`config.mk`:
```
export PLATFORM = sky130hd
export DESIGN_NAME = sid_lookup_sched
export DESIGN_NICKNAME = d
export VERILOG_FILES = /design/src/rtl/sid_lookup_sched.sv
export SDC_FILE = /design/constraint.sdc
export NUM_CORES = 1
export LEC_CHECK = 0
export BUFFER_PORTS_ARGS = -buffer_cell sky130_fd_sc_hd__buf_2
export CAP_MARGIN = 40
export CORE_AREA = 2 2 223 225
export CTS_CLUSTER_SIZE = 20
export DETAILED_ROUTE_END_ITERATION = 10
export DIE_AREA = 0 0 225 227
export PLACE_DENSITY = 0.49
export SYNTH_ARGS = -nofsm -noshare
export SYNTH_HDL_FRONTEND = slang
export SYNTH_SLANG_ARGS = --single-unit
```
`constraint.sdc`:
```
create_clock -name clk -period 6.18 [get_ports clk]
set_input_delay 1.545 -clock clk [delete_from_list [all_inputs] [get_ports clk]]
set_output_delay 1.545 -clock clk [all_outputs]
set_load 0.01 [all_outputs]
```
`src/rtl/sid_lookup_sched.sv`:
```
// Time-multiplexes one shared SID table port across waveform and filter/DAC lookups per 1 MHz tick.
// SID_LOOKUP_SCHED_DUAL_EN selects two chips (8 slots); undefined gives one chip (4 slots) mirrored.
module sid_lookup_sched #(
    parameter int unsigned LAT = 2
) (
    input  logic         clk,
    input  logic         reset,
    input  logic         ce_1m,
    input  logic [1:0]   mode,
    input  logic [3:0]   cfg,
    input  logic [71:0]  acc_ps,
    input  logic [71:0]  acc_t,
    input  logic [21:0]  fc,
    input  logic [15:0]  vol,
    output logic         tbl_mode,
    output logic [1:0]   tbl_cfg,
    output logic [11:0]  tbl_acc_ps,
    output logic [11:0]  tbl_acc_t,
    output logic [10:0]  tbl_fc,
    output logic [7:0]   tbl_dac_addr,
    input  logic [31:0]  tbl_wave,
    input  logic [17:0]  tbl_f0,
    input  logic [17:0]  tbl_dac,
    output logic [191:0] wave_out,
    output logic [35:0]  f0_out,
    output logic [35:0]  dac_out,
    output logic         busy,
    output logic         done,
    output logic         overrun
);

`ifdef SID_LOOKUP_SCHED_DUAL_EN
    localparam int NSLOT = 8;
    localparam int NV    = 6;
    localparam int NC    = 2;
`else
    localparam int NSLOT = 4;
    localparam int NV    = 3;
    localparam int NC    = 1;
`endif

    typedef enum logic [1:0] {StIdle, StIssue, StDrain} state_e;

    state_e               state_q, state_d;
    logic [2:0]           slot_q, slot_d;
    logic [LAT-1:0]       vld_q, vld_d;
    logic [3*LAT-1:0]     tag_q, tag_d;
    logic                 busy_q, busy_d;
    logic                 done_q, done_d;
    logic                 ovr_q, ovr_d;

    logic                 tmode_q, tmode_d;
    logic [1:0]           tcfg_q, tcfg_d;
    logic [11:0]          tps_q, tps_d;
    logic [11:0]          tt_q, tt_d;
    logic [10:0]          tfc_q, tfc_d;
    logic [7:0]           tdac_q, tdac_d;

    logic [32*NV-1:0]     wave_q, wave_d;
    logic [18*NC-1:0]     f0_q, f0_d;
    logic [18*NC-1:0]     dac_q, dac_d;

    logic                 issue;
    logic                 flush;
    logic                 is_voice;
    logic                 chip_sel;
    logic                 cap_vld;
    logic [2:0]           cap_slot;

    // Slot decode for the slot currently being issued.
    always_comb begin
        is_voice = (slot_q < 3'(NV));
`ifdef SID_LOOKUP_SCHED_DUAL_EN
        chip_sel = is_voice ? (slot_q >= 3'd3) : slot_q[0];
`else
        chip_sel = 1'b0;
`endif
    end

    assign issue    = (state_q == StIssue) && !ce_1m;
    assign flush    = ce_1m && (state_q != StIdle);
    assign cap_vld  = vld_q[LAT-1];
    assign cap_slot = tag_q[3*LAT-1 -: 3];

    always_comb begin
        state_d = state_q;
        slot_d  = slot_q;
        done_d  = 1'b0;
        ovr_d   = ovr_q;

        // The response arriving this cycle is still taken even if ce_1m flushes the pipe.
        vld_d       = vld_q << 1;
        vld_d[0]    = issue;
        tag_d       = tag_q << 3;
        tag_d[2:0]  = slot_q;
        if (flush) begin
            vld_d = '0;
        end

        case (state_q)
            StIdle: begin
                if (ce_1m) begin
                    state_d = StIssue;
                    slot_d  = 3'd0;
                end
            end
            StIssue: begin
                if (ce_1m) begin
                    slot_d = 3'd0;
                    ovr_d  = 1'b1;
                end else if (slot_q == 3'(NSLOT - 1)) begin
                    state_d = StDrain;
                    slot_d  = 3'd0;
                end else begin
                    slot_d = slot_q + 3'd1;
                end
            end
            StDrain: begin
                if (ce_1m) begin
                    state_d = StIssue;
                    slot_d  = 3'd0;
                    ovr_d   = 1'b1;
                end else if (cap_vld && (cap_slot == 3'(NSLOT - 1))) begin
                    state_d = StIdle;
                    done_d  = 1'b1;
                end
            end
            default: begin
                state_d = StIdle;
                slot_d  = 3'd0;
            end
        endcase

        busy_d = (state_d != StIdle) || done_d;
    end

    always_comb begin
        tmode_d = tmode_q;
        tcfg_d  = tcfg_q;
        tps_d   = tps_q;
        tt_d    = tt_q;
        tfc_d   = tfc_q;
        tdac_d  = tdac_q;
        if (issue) begin
            tmode_d = mode[chip_sel];
            tcfg_d  = chip_sel ? cfg[3:2] : cfg[1:0];
            if (is_voice) begin
                for (int k = 0; k < 6; k++) begin
                    if (slot_q == 3'(k)) begin
                        tps_d = acc_ps[12*k +: 12];
                        tt_d  = acc_t[12*k +: 12];
                    end
                end
            end else begin
                tfc_d  = chip_sel ? fc[21:11] : fc[10:0];
                tdac_d = chip_sel ? vol[15:8] : vol[7:0];
            end
        end
    end

    always_comb begin
        wave_d = wave_q;
        f0_d   = f0_q;
        dac_d  = dac_q;
        if (cap_vld) begin
            if (cap_slot < 3'(NV)) begin
                for (int k = 0; k < NV; k++) begin
                    if (cap_slot == 3'(k)) begin
                        wave_d[32*k +: 32] = tbl_wave;
                    end
                end
            end else begin
                for (int k = 0; k < NC; k++) begin
                    if (cap_slot == 3'(NV + k)) begin
                        f0_d[18*k +: 18]  = tbl_f0;
                        dac_d[18*k +: 18] = tbl_dac;
                    end
                end
            end
        end
    end

    always_ff @(posedge clk) begin
        if (reset) begin
            state_q <= StIdle;
            slot_q  <= 3'd0;
            vld_q   <= '0;
            tag_q   <= '0;
            busy_q  <= 1'b0;
            done_q  <= 1'b0;
            ovr_q   <= 1'b0;
            tmode_q <= 1'b0;
            tcfg_q  <= 2'd0;
            tps_q   <= 12'd0;
            tt_q    <= 12'd0;
            tfc_q   <= 11'd0;
            tdac_q  <= 8'd0;
            wave_q  <= '0;
            f0_q    <= '0;
            dac_q   <= '0;
        end else begin
            state_q <= state_d;
            slot_q  <= slot_d;
            vld_q   <= vld_d;
            tag_q   <= tag_d;
            busy_q  <= busy_d;
            done_q  <= done_d;
            ovr_q   <= ovr_d;
            tmode_q <= tmode_d;
            tcfg_q  <= tcfg_d;
            tps_q   <= tps_d;
            tt_q    <= tt_d;
            tfc_q   <= tfc_d;
            tdac_q  <= tdac_d;
            wave_q  <= wave_d;
            f0_q    <= f0_d;
            dac_q   <= dac_d;
        end
    end

    assign tbl_mode     = tmode_q;
    assign tbl_cfg      = tcfg_q;
    assign tbl_acc_ps   = tps_q;
    assign tbl_acc_t    = tt_q;
    assign tbl_fc       = tfc_q;
    assign tbl_dac_addr = tdac_q;
    assign busy         = busy_q;
    assign done         = done_q;
    assign overrun      = ovr_q;

`ifdef SID_LOOKUP_SCHED_DUAL_EN
    assign wave_out = wave_q;
    assign f0_out   = f0_q;
    assign dac_out  = dac_q;
`else
    assign wave_out = {wave_q, wave_q};
    assign f0_out   = {f0_q, f0_q};
    assign dac_out  = {dac_q, dac_q};
`endif

endmodule

```
==> run summary <==
internal power: 0.00188 W
Peak VDD IR: 0.146 mV
max-cap check violation count: 0
Fillers: 5,325
Finished Cell Area: 11,200 um2
final weighted congestion in routability-driven placement: 0.767
Async SR Flop Fraction: 0
die height: 227 um
Worst-path clk slew: 70 ps
GR peak layer: met2
final worst slack: 3420 ps
area grow syn2layout: 33.8%
synth cell count leaders: 336 x nand2_1, 194 x dfxtp_1, 157 x a21oi_1
synth warn: 0
setup slack, reg-to-reg: 3600 ps
Worst-Margin Slew: 827 ps
Total Wirelength: 30.4 mm
Total Routing Usage GR: 0.116
period utilization: 0.447
RSZ-0062 raised after global routing: no
PD cells: 224 nW/um2
Critical Path Max Stage Delay: 600 ps
crit path kind: in -> reg
critical path data required time: 6510 ps
Final min period: 2760 ps
largest cells by area after synthesis: dfxtp_1 46%, nand2_1 15%, buf_4 12%
Sw Share: 0.254
first-pass GRT wire length: 44.2 mm
Worst path slowest cell: nand2b_1
Die W: 225 um
outcome: complete, no violations
register area: 3880 um2
cts hold-fix bufs: 0
Post-synth EDFFs: 0
remaining global-route overflow: 0
most frequent cell after synthesis: nand2_1
delay-heaviest family, CP: simple AND/OR/NAND/NOR gates
Post-Place Cells: 1,987
crit-path max FO: 19
hpwl dp: 22.6 mm
Antenna Cells: 0
post-route DRC violation count: 0
Site Rows: 81
Starting Density: 0.173
worst path bufs/invs: 1
sequential share of power: 0.504
CTS tree: built
DRT Pass-1 Iters: 5
layout cells sized above 1: 0.401
Hold Path Class: reg -> reg
vias: 8,092
CTS-repair resized insts: 0
post-layout power: 0.00252 W
NetSw: 0.000640 W
Sink Count: 194
worst-skew pair later-pin latency: 480 ps
Mapped Cells: 1,051
Core ar.: 48,500 um2
Area after DPL: 10,700 um2
met1 GRT Util: 0.135
post-synthesis register bit count: 194
clock group share of total power: 0.433
clock root buffer: clkbuf_16
Via density: 4.01
number of post-CTS setup repair buffers: 0
Critical Path End Type: flip-flop
antenna violations before repair: 0
CTS Buf Count: 17
Synth Flop Type: dfxtp_1
WP data arrival: 3090 ps
Comb pwr share: 0.063
startpoint type of the worst setup path: primary input
mean area per synthesized cell: 7.99 um2
Setup Viol. Count Final: 0
Max H-tree Level: 4
P_leak: 5.17 nW
GRT met2 Usage: 0.203
clk buf depth: 2
syn nets: 1,318
cell area after synthesis: 8400 um2
Yosys top cell by area: dfxtp_1
Hold Fails Final Rpt: 0
ANT nets after route: 0
WL/cell: 15.1 um
share of the synthesized area in the top cell type: 0.463
worst slack at placement: 2850 ps
Die Area: 51,100 um2
# port buffers: 501
multi-input logic area: 3220 um2
GR Util met3: 0.0369
setup TNS: 0 ps
crit path cell chain: buf_2 -> nor2b_1 -> nand2b_1 -> nand2_1 -> a21oi_1
Setup Skew: 11.7 ps
Final Non-Filler Cells: 2,017
number of global-route vias before repair: 7,579
Max transition margin: 0.448
largest net degree at the start of global routing: 94
Fmax achieved: 362 MHz
final net count: 1,651
# IOs: 572
Slew Viols, Final: 0
Iteration-0 DRC Markers: 389
sequential-to-total area share from yosys stat: 0.463
Unique masters post-synth: 36
[flip-flops by register name, summed over array words and instances (netlist names)]
name,count
vld_q,2
tbl_fc,11
dac_q,18
slot_q,3
tbl_acc_ps,12
overrun,1
tbl_acc_t,12
busy,1
wave_q,96
state_q,2
tbl_cfg,2
tbl_mode,1
tbl_dac_addr,8
done,1
f0_q,18
tag_q,6
[kinds of logic (layout without fill, tap and decap cells)]
logic type,count (synthesis),in the layout,synth area share
AOI/OAI and AO/OA,242,242,0.175
and+or+nand+nor,397,397,0.194
adders and majority gates,8,8,0.0119
buffers and inverters,210,554,0.157
DFF,194,194,0.463
[path summary, 6_finish.rpt]
path	depth (start not counted)	endpoint	startpoint
max	5	tbl_fc[6]$_SDFFE_PP0P_	ce_1m
min	1	tag_q[4]$_SDFF_PP0_	tag_q[1]$_SDFF_PP0_
max reg2reg	5	tbl_acc_ps[2]$_SDFFE_PP0P_	slot_q[0]$_SDFFE_PP0P_
min reg2reg	1	tag_q[4]$_SDFF_PP0_	tag_q[1]$_SDFF_PP0_
[cells in the final DEF, fill, tap and decap left out, types with 3 or more instances in the layout]
master     count
buf_2        500
nand2_1      334
dfxtp_1      194
a21oi_1      157
nand2b_1      28
o21ai_0       27
a221oi_1      24
a32o_1        24
clkbuf_16     17
nor2_1         8
ha_1           8
inv_1          7
inv_6          6
nor2b_1        5
buf_8          5
buf_4          4
and3_1         3
buf_16         3
buf_12         3
[power by group through the flow]
stage | clock, W | sequential (W) | combinational (W)
floorplan | 0 | 0.00130 | 0.0000589
global placement | 0 | 0.00130 | 0.000156
detailed placement | 0 | 0.00130 | 0.000159
CTS | 0.00115 | 0.00127 | 0.000160
global route | 0.00119 | 0.00127 | 0.000175
finish | 0.00109 | 0.00127 | 0.000157
[cell type report]
cell class	instances	share of cell area
Sequential cell	194	0.346
Multi-Input combinational cell	647	0.287
Inverter	7	0.00234
Tap cell	622	0.0693
Clock inverter	11	0.00869
Clock buffer	19	0.0403
Timing Repair Buffer	517	0.247
[per-stage QoR]
stage | util | hold WS, ps
2_1_floorplan | - | 414
3_3_place_gp | 0.215 | 425
3_5_place_dp | 0.220 | 427
4_1_cts | 0.231 | 445
5_1_grt | 0.231 | 467
6_report | 0.231 | 440
[layer usage]
metal | wire length (um) | share of wire
met1 | 12800 | 0.42
met2 | 15200 | 0.50
met3 | 1910 | 0.063
met4 | 399 | 0.013
met5 | 0 | 0
Note: power is estimated with default switching activity, not from simulation.
